--- src/rtl/pool_pkg.sv ---
// Shared definitions for the pooling reduction path: mode codes, FSM
// encoding and a configuration sanity helper.
package pool_pkg;

  localparam int DWIDTH_DEF = 8;

  localparam logic POOL_MODE_MAX = 1'b0;
  localparam logic POOL_MODE_AVG = 1'b1;

  typedef enum logic [1:0] {
    IDLE    = 2'd0,
    COLLECT = 2'd1,
    DONE    = 2'd2
  } pool_state_e;

  // True when size is a power of two in 2..16 and matches its log2.
  function automatic logic pool_cfg_ok(input int size, input int log2_size);
    logic ok;
    ok = 1'b0;
    if ((size >= 2) && (size <= 16) && (log2_size >= 1) && (size == (1 << log2_size))) begin
      ok = 1'b1;
    end else begin
      ok = 1'b0;
    end
    return ok;
  endfunction

endpackage

--- src/rtl/pool_alu.sv ---
// Combinational datapath for one pooling step: folds a new sample into the
// running max/sum and produces the pooled result from the updated value.
module pool_alu
  import pool_pkg::*;
#(
  parameter int DWIDTH    = DWIDTH_DEF,
  parameter int LOG2_POOL = 2
) (
  input  logic                            mode_i,
  input  logic                            first_i,
  input  logic [2*DWIDTH+LOG2_POOL-1:0]   acc_i,
  input  logic [2*DWIDTH-1:0]             sample_i,
  output logic [2*DWIDTH+LOG2_POOL-1:0]   acc_next_o,
  output logic [2*DWIDTH-1:0]             result_o
);

  localparam int SW = 2 * DWIDTH;
  localparam int AW = SW + LOG2_POOL;

  logic signed [AW-1:0] sample_ext;
  logic signed [AW-1:0] acc_cur;
  logic signed [AW-1:0] acc_nxt;
  logic signed [AW-1:0] acc_shr;

  // Max mode keeps the running maximum sign-extended in the accumulator so
  // both modes share one register and one signed compare width.
  always_comb begin
    sample_ext = {{LOG2_POOL{sample_i[SW-1]}}, sample_i};
    acc_cur    = acc_i;
    acc_nxt    = acc_cur;
    acc_shr    = '0;
    result_o   = '0;
    if (first_i) begin
      acc_nxt = sample_ext;
    end else if (mode_i == POOL_MODE_AVG) begin
      acc_nxt = acc_cur + sample_ext;
    end else if (sample_ext > acc_cur) begin
      acc_nxt = sample_ext;
    end else begin
      acc_nxt = acc_cur;
    end

    if (mode_i == POOL_MODE_AVG) begin
      acc_shr  = acc_nxt >>> LOG2_POOL;
      result_o = acc_shr[SW-1:0];
    end else begin
      acc_shr  = acc_nxt;
      result_o = acc_nxt[SW-1:0];
    end
    acc_next_o = acc_nxt;
  end

endmodule

--- src/rtl/pool_window_reducer.sv ---
// Streaming max/average reducer: collects POOL_SIZE samples over valid/ready
// and emits one registered pooled result per window.
module pool_window_reducer
  import pool_pkg::*;
#(
  parameter int DWIDTH    = DWIDTH_DEF,
  parameter int POOL_SIZE = 4,
  parameter int LOG2_POOL = 2
) (
  input  logic                  clk,
  input  logic                  reset,
  input  logic                  pool_mode,
  input  logic [2*DWIDTH-1:0]   in_data,
  input  logic                  in_valid,
  output logic                  in_ready,
  output logic [2*DWIDTH-1:0]   out_data,
  output logic                  out_valid,
  input  logic                  out_ready,
  output logic                  busy
);

  localparam int SW = 2 * DWIDTH;
  localparam int AW = SW + LOG2_POOL;
  localparam logic [LOG2_POOL-1:0] LAST_IDX = LOG2_POOL'(POOL_SIZE - 1);

  if (!pool_cfg_ok(POOL_SIZE, LOG2_POOL)) begin : g_bad_cfg
    $error("pool_window_reducer: POOL_SIZE must be 2..16, a power of two, equal to 2**LOG2_POOL");
  end

  pool_state_e          state_q;
  logic [LOG2_POOL-1:0] count_q;
  logic [AW-1:0]        acc_q;
  logic [AW-1:0]        acc_d;
  logic [SW-1:0]        result_d;
  logic                 mode_q;
  logic                 in_ready_q;
  logic                 out_valid_q;
  logic [SW-1:0]        out_data_q;

  logic accept;
  logic first_sample;
  logic alu_mode;

  assign accept       = in_valid & in_ready_q;
  assign first_sample = (state_q == IDLE);
  // The window's mode is latched on its first sample; later flips are ignored.
  assign alu_mode     = first_sample ? pool_mode : mode_q;

  pool_alu #(
    .DWIDTH    (DWIDTH),
    .LOG2_POOL (LOG2_POOL)
  ) u_alu (
    .mode_i     (alu_mode),
    .first_i    (first_sample),
    .acc_i      (acc_q),
    .sample_i   (in_data),
    .acc_next_o (acc_d),
    .result_o   (result_d)
  );

  // Window FSM with sample counter, accumulator and registered handshake outputs.
  always_ff @(posedge clk) begin
    if (reset) begin
      state_q     <= IDLE;
      count_q     <= '0;
      acc_q       <= '0;
      mode_q      <= POOL_MODE_MAX;
      in_ready_q  <= 1'b0;
      out_valid_q <= 1'b0;
      out_data_q  <= '0;
    end else begin
      case (state_q)
        IDLE: begin
          in_ready_q  <= 1'b1;
          out_valid_q <= 1'b0;
          if (accept) begin
            mode_q  <= pool_mode;
            acc_q   <= acc_d;
            count_q <= LOG2_POOL'(1);
            state_q <= COLLECT;
          end
        end
        COLLECT: begin
          if (accept) begin
            acc_q <= acc_d;
            if (count_q == LAST_IDX) begin
              state_q     <= DONE;
              count_q     <= '0;
              in_ready_q  <= 1'b0;
              out_valid_q <= 1'b1;
              out_data_q  <= result_d;
            end else begin
              count_q <= count_q + LOG2_POOL'(1);
            end
          end
        end
        DONE: begin
          if (out_ready) begin
            state_q     <= IDLE;
            acc_q       <= '0;
            in_ready_q  <= 1'b1;
            out_valid_q <= 1'b0;
          end
        end
        default: begin
          state_q     <= IDLE;
          count_q     <= '0;
          acc_q       <= '0;
          in_ready_q  <= 1'b0;
          out_valid_q <= 1'b0;
        end
      endcase
    end
  end

  assign in_ready  = in_ready_q;
  assign out_valid = out_valid_q;
  assign out_data  = out_data_q;
  assign busy      = (state_q != IDLE);

endmodule

--- config.mk ---
export PLATFORM = sky130hd
export DESIGN_NAME = pool_window_reducer
export DESIGN_NICKNAME = d
export VERILOG_FILES = /design/src/rtl/pool_pkg.sv /design/src/rtl/pool_alu.sv /design/src/rtl/pool_window_reducer.sv
export SDC_FILE = /design/constraint.sdc
export NUM_CORES = 1
export LEC_CHECK = 0
export CAP_MARGIN = 40
export CORE_ASPECT_RATIO = 1.1
export CORE_MARGIN = 2
export CORE_UTILIZATION = 45
export DETAILED_ROUTE_END_ITERATION = 12
export PLACE_DENSITY_LB_ADDON = 0.08
export SLEW_MARGIN = 20
export SYNTH_ARGS = -nofsm -noshare
export SYNTH_HDL_FRONTEND = slang
export SYNTH_HIERARCHICAL = 1
export SYNTH_SLANG_ARGS = --single-unit
--- constraint.sdc ---
create_clock -name clk -period 4.7 [get_ports clk]
set_clock_uncertainty 0.05 [all_clocks]
set_input_delay 0.47 -clock clk [delete_from_list [all_inputs] [get_ports clk]]
set_output_delay 0.47 -clock clk [all_outputs]
set_load 0.1 [all_outputs]
[Yosys cells after proc, flatten, opt, wreduce, memory -nomap -nowiden]
Index checks and enable logic that the tools add are counted.
Word-level totals
  memory bits (writable): 0
  logic and storage cells: 53
  bits in registers: 41
  memory bits (read-only): 0
  memories kept: 0
  latch bits: 0
Cells by class
  div/mod/pow operators: 0
  order comparisons: 1
  multiply operators: 0
  add/subtract/negate cells: 2
  shifts and indexed selects: 0
  multiplexer cells: 24
  bitwise logic cells: 2
  equality and inequality tests: 8
  reduce and logical (&&, ||, !) cells: 9
Operators by type and width (count)
  18-bit two-way mux: 5
  18-bit case mux with 2 select lines: 1
  18-bit by 16-bit adder with 18-bit output: 1
  16-bit by 18-bit greater-than comparator with 1-bit output: 1
  16-bit two-way mux: 1
  2-bit two-way mux: 6
  2-bit case mux with 3 select lines: 2
  3-bit AND reduction: 3
  2-bit != test, second input constant: 4
  1-bit two-way mux: 7
  2-bit == test, second input constant: 2
  2-bit AND reduction: 2
  4-bit AND reduction: 1
  1-bit case mux with 3 select lines: 1
  2-bit by 1-bit adder with 2-bit output, second input constant: 1
  2-bit by 1-bit == test with 1-bit output, second input constant: 1
  2-bit logical NOT: 1
  2-bit by 1-bit != test with 1-bit output, second input constant: 1
  1-bit case mux with 2 select lines: 1
  2-bit nonzero test: 1
  2-bit OR reduction: 1
  1-bit AND: 1
  1-bit inverter: 1

[Logic depth before layout (Yosys ltp)]
Gate-level depths: netlist of run 1.
  depth after elaboration: 6
  gate-level depth with buffers: 13
  gate-level depth less buffers: 12

[Hierarchy]
The synthesis of run 1 kept the hierarchy.
By module, submodules not included
  pool_alu: instances 1, cells each 314, seq. area each 0.0 sq um, area each 2290.9 sq um
  pool_window_reducer: instances 1, cells each 215, seq. area each 820.8 sq um, area each 1870.5 sq um

[Worst setup path before layout of run 1]
No wires, ideal clock.
  path type: input port to flip-flop
  from: in in_data[15]
  to: reg out_data_q[5] (netlist: out_data[5])
  required time: 4529 ps
  arrival: 2872 ps
  library setup time: 121 ps
  path buffers: 0
  setup slack: 1657 ps
  stages on the path: 10
  path through: ha_1 nand4_2 or4_4 a31o_4 a31o_2 nand3_4 mux2_4 mux2_4 nand2b_1 mux2i_1
On the way
  cells in the longest elaborated chain, start to end: 5
RTL lines
  start: declaration: RTL line pool_window_reducer.sv:13  | input logic [2*DWIDTH-1:0] in_data,
  16-bit by 18-bit greater-than comparator with 1-bit output: RTL line pool_alu.sv:37  | end else if (sample_ext > acc_cur) begin
  18-bit two-way mux: RTL line pool_alu.sv:37
  18-bit two-way mux: RTL line pool_alu.sv:35  | end else if (mode_i == POOL_MODE_AVG) begin
  18-bit two-way mux: RTL line pool_alu.sv:33  | if (first_i) begin
  16-bit two-way mux: RTL line pool_alu.sv:43  | if (mode_i == POOL_MODE_AVG) begin
  named net result_d[5]: RTL line pool_window_reducer.sv:34  | logic [SW-1:0] result_d;
  end signal: assignment: RTL line pool_window_reducer.sv:91  | out_data_q <= result_d;
  end: declaration: RTL line pool_window_reducer.sv:38  | logic [SW-1:0] out_data_q;
The timed path passes the listed nets, and every way through them passes these cells.
A chain may end at the register's enable or synchronous reset.

[Worst setup path after layout of run 1]
  from: in in_data[15]
  to: reg out_data_q[8] (netlist: out_data[8])
The elaborated chain is that of the path after synthesis.

==> results of run 1 <==
area by class of cell:
type / instances / area, sq um / area share, %
Multi-Input combinational cell: 417 / 2980 / 60.6
Sequential cell: 41 / 821 / 16.7
Timing Repair Buffer: 66 / 751 / 15.2
Tap cell: 114 / 143 / 2.90
Inverter: 37 / 139 / 2.82
Clock buffer: 6 / 82.6 / 1.68
Clock inverter: 1 / 7.51 / 0.152
synthesized netlist by cell type (6+ instances only):
library cell and instances:
a211oi_1 6, a21oi_1 28, a31oi_1 21, buf_2 6, clkbuf_1 16, dfxtp_1 41
ha_1 36, inv_1 36, mux2i_1 26, nand2_1 34, nand2b_1 35, nand3_1 44
nor2_1 26, nor3_1 8, o211ai_1 10, o21ai_0 27, o21bai_1 7, o22ai_1 6
xnor2_1 7
routing by layer:
| metal | up-vias | wire (microns) | part of all wire, % | track usage [%] |
|---|---|---|---|---|
| met4 | 0 | 362 | 2.9 | 8.57 |
| met5 | - | 0 | 0 | 0 |
| li1 | 2015 | - | - | - |
| met2 | 134 | 6260 | 51 | 41.3 |
| met3 | 29 | 499 | 4.1 | 3.17 |
| met1 | 1893 | 5200 | 42 | 32.6 |
sequential cells by signal, indices dropped and copies added (netlist names):
signal,flops
acc_q,18
out_data,16
count_q,2
state_q,2
in_ready,1
mode_q,1
out_valid,1
critical path, stage by stage:
cell and delay, ps:
clkdlybuf4s50_1 630, ha_1 560, nand4_2 170, or4_4 580
a31o_4 250, a31o_2 280, nand3_4 260, mux2_4 330
mux2_4 250, nand2b_1 60, mux2i_1 60
how the worst max path moves through the flow:
stage / start / to / slack, ps / depth (start not counted)
global placement: in_data[15] / out_data[5] / 630 / 11
floorplan: in_data[15] / out_data[5] / 1660 / 10
CTS: in_data[15] / out_data[8] / 910 / 11
global route: in_data[15] / out_data[7] / 730 / 11
finish: in_data[15] / out_data[8] / 900 / 11
detailed placement: in_data[15] / out_data[8] / 610 / 11
power by group:
group          internal (mW)  switching (mW)
Sequential             0.360          0.0208
Clock                  0.116           0.122
Combinational          0.153           0.231
kinds of logic after synthesis:
kind of cell / count (synthesis) / synth area share [%]
AO/OA/AOI/OAI: 154 / 25.6
multiplexers: 31 / 7.97
buffers and inverters: 71 / 8.78
adder cells (fa/ha/maj): 37 / 11.3
XOR/XNOR: 11 / 2.32
flip-flops: 41 / 19.7
AND/OR/NAND/NOR: 184 / 24.3
==> impl_metrics.ini, run 1 <==
[worst_hold_path]
hold_start = out_data[13]
holdPathEnd = out_data[13]
whs_path_depth = 2
hp-class = flip-flop to flip-flop

[power_and_ir_drop]
power_density_nw_per_um2 = 203
p_leak_nw = 1.84
irDropWorstVdd_v = 0.000148
total_power_mw = 1.00

[sta]
drv_slew = 0
max_freq_mhz = 263
rsz0062_at_grt = no
slew_headroom_pct = 51.7
period_share_pct = 80.9
worst_pin_slew_ps = 723
period_needed_ps = 3800
timing.final.ws_setup_ps = 898
setup_viol = 0
hold_slack_ps = 422
finalHoldViolCount = 0
fin_setup_tns_ps = 0

[worst_setup_path]
crit_required_ps = 4810
r2r_end = acc_q[15]
path_max_fanout = 18
r2r_cells = 11
start_kind = input pin
crit_type = input pin to flip-flop
timing.rr.start = acc_q[10]
worstPathArrival_ps = 3920
end_kind = flip-flop
ff2ff_setup_slack_ps = 1270

[floorplanning]
rows = 36
initial_core_util_pct = 46.7
die_w_microns = 95.7
coreArea_sq_um = 8920
pin_count = 40
die_y_microns = 105
design.die.area_sq_um = 10000

[clock_tree]
htree_num_levels = 2
ctsHoldBuffers = 0
clkTransAtPathRegs_ps = 80
clkLatencyLatePin_ps = 290
numCtsBuffers = 5
cts_root_buf = clkbuf_8
cts_buffer_depth = 2
post-cts-setup-buffers = 0
cts_resized = 0
cts_sinks = 41
tritoncts = done

[route]
vias_per_cell = 5.97
routedWlPerCell_microns = 18.1
vias = 4071
drc = 0
drt-initial-drc-count = 267
routed_wl_microns = 12300
drtPass1Iterations = 5
ant_nets = 0

[global_routing]
grt_pass1_wl_microns = 19700
antenna_found_initial = 0
grt_overflow = 0
grt_usage_pct = 24.9
grt_max_degree = 58
grt_pass1_vias = 3827

[synth]
ys_types = 77
yosys_register_bits = 41
yosysTopAreaCell = dfxtp_1
yosysTopAreaCellShare_pct = 19.7
synthesis.area_sq_um = 4160
synth_nets = 587
netlist_instances = 529
synth.yosys.warnings = 6
synth_area_leaders = dfxtp_1, ha_1, mux2i_1
synth_edf_count = 0
synth-seq-area-share_pct = 19.7
async_flop_share_pct = 0
synthFlopType = dfxtp_1
syn_area_per_cell_sq_um = 7.87

[placement]
port_buffers = 39
gp_congestion = 0.904
dp_hpwl_microns = 9230
dp_cells = 675
placedInstanceArea_sq_um = 4840
dpl_worst_slack_ps = 612

[layout]
drive_above_1_share_pct = 11.1
final_area_sq_um = 4930
nNetsFinal = 626
layout_commonest_cell = nand3_1
most-common-layout-cells = nand3_1, dfxtp_1, clkdlybuf4s50_1, inv_1, ha_1
antenna_cells = 0
area_growth_pct = 18.4
utilization_pct = 55.2
fin_cells = 682
fillers = 827

[run]
maxCapViolCount = 0

[status]
status = complete, no violations
(Power assumes the default switching activity.)
==> inputs of run 2 (changes only) <==
- clock period: 4.7 -> 3.8 ns (I/O delays scaled with it)
==> run 2 against run 1 <==
Critical path depth is 1 higher. Setup slack worse by 480 ps. Register-to-register slack worse by 760 ps. First-iteration DRC count is 9.0% higher. Design area is 4.0% higher. Sequential share of layout area is 0.64 points lower. Flip-flop and latch count stayed put. Critical endpoint is now acc_q[15]. Largest cell class unchanged. Largest power group unchanged. Highest routed layer unchanged.
==> impl_metrics.ini, run 2 (synthesis gave the netlist of run 1 again) <==
[layout]
drive_above_1_share_pct = 14.7
most-common-layout-cells = nand3_1, dfxtp_1, clkdlybuf4s50_1, inv_1, ha_1
fin_cells = 707
area_growth_pct = 23.1
largest_reg_flops = 18
nNetsFinal = 650
regMostFlops = acc_q
antenna_cells = 0
layout_commonest_cell = nand3_1

[worst_setup_path]
start_kind = input pin
crit_slowest_cell = or4_4
crit_type = input pin to flip-flop
crit_chain = clkdlybuf4s50_1, ha_1, nand4_2, or4_4, a31o_4, a31o_2, nand2_1, a21oi_1, buf_4, o221ai_1, nand3_1, a31oi_1
worstPathArrival_ps = 3550
end_kind = flip-flop
ff2ff_setup_slack_ps = 510
crit_required_ps = 3970
timing.rr.start = acc_q[14]
path_max_fanout = 6
slowest_delay_ps = 580
crit_path_start = in_data[15]

[floorplanning]
initial_core_util_pct = 46.7
die_w_microns = 95.7
pin_count = 40
rows = 36
design.die.area_sq_um = 10000
die_y_microns = 105
coreArea_sq_um = 8920

[route]
routed_wl_microns = 12400
vias_per_cell = 5.93
drc = 0
drt-initial-drc-count = 291
routedWlPerCell_microns = 17.6
vias = 4194
ant_nets = 0
drtPass1Iterations = 5

[sta]
rsz0062_at_grt = no
setup_viol = 0
period_needed_ps = 3380
drv_slew = 0
period_share_pct = 89.0
fin_setup_tns_ps = 0
max_freq_mhz = 296
worst_pin_slew_ps = 832
slew_headroom_pct = 44.4
finalHoldViolCount = 0

[clock_tree]
post-cts-setup-buffers = 0
clkTransAtPathRegs_ps = 80
cts_sinks = 41
cts_resized = 0
cts_root_buf = clkbuf_8
cts_buffer_depth = 2
numCtsBuffers = 5
htree_num_levels = 2
ctsHoldBuffers = 0
tritoncts = done
clkLatencyLatePin_ps = 290

[power_and_ir_drop]
irDropWorstVdd_v = 0.000247
power_density_nw_per_um2 = 245
p_leak_nw = 1.97

[global_routing]
grt_pass1_vias = 3861
grt_overflow = 0
grt_max_degree = 38
grt_usage_pct = 25.1
grt_pass1_wl_microns = 19800
antenna_found_initial = 0

[status]
status = complete, no violations

[worst_hold_path]
hold_start = out_data[2]
hp-class = flip-flop to flip-flop

[placement]
port_buffers = 39
dp_cells = 699
dp_hpwl_microns = 9680
gp_congestion = 0.901

[run]
maxCapViolCount = 0
## run 2: cell types whose count changed in the layout (fill, tap and decap cells not counted), sizes merged
cell	delta
clkinvlp	-1
buf	+24
clkinv	+2
## run 2: metrics by stage
| step | setup WS [ps] | hold WS, ps | util [%] | power (mW) | area (sq um) |
|---|---|---|---|---|---|
| 4_1_cts | 430 | 430 | 57.4 | 1.26 | 5120 |
| 3_3_place_gp | 201 | 405 | 52.8 | 0.965 | 4710 |
| 3_5_place_dp | 131 | 416 | 56.5 | 0.979 | 5040 |
| 2_1_floorplan | 792 | 396 | - | 0.817 | 4160 |
| 5_1_grt | 254 | 448 | 57.4 | 1.32 | 5120 |
| 6_report | 418 | 426 | 57.4 | 1.26 | 5120 |
## run 2: path summary, 6_finish.rpt
kind | end | cells past startpoint
min reg2reg | out_data[2] | 2
max reg2reg | acc_q[15] | 12
min | out_data[2] | 2
max | acc_q[15] | 12
## run 2: worst max-delay path: cells and delay by family
kind / cells / cell delay [ps]
compound gates: 5 / 1070
fa+ha+maj: 1 / 400
buf+inv: 2 / 650
simple gates: 4 / 1060
## run 2: final cells by class
type                       count  area (sq um)
multi-input combinational    417          2980
timing repair buffer          90           956
inverter                      37           139
clock buffer                   6          72.6
tap                          114           143
sequential                    41           821
fill                         861          3790
clock inverter                 2          10.0
## run 2: per-layer routing
| metal | wire length [microns] | GRT usage [%] | vias to the layer above | share of wire, % |
|---|---|---|---|---|
| li1 | - | - | 2070 | - |
| met5 | 0 | 0 | - | 0 |
| met2 | 6510 | 45.2 | 114 | 52 |
| met4 | 269 | 6.22 | 0 | 2.2 |
| met1 | 5210 | 31.2 | 1992 | 42 |
| met3 | 444 | 2.81 | 18 | 3.6 |
## run 2: power by group
part,switching [mW],leakage (nW),total [mW],internal [mW]
Combinational,0.291,1.60,0.503,0.212
Sequential,0.0245,0.333,0.470,0.445
Clock,0.155,0.0450,0.282,0.128
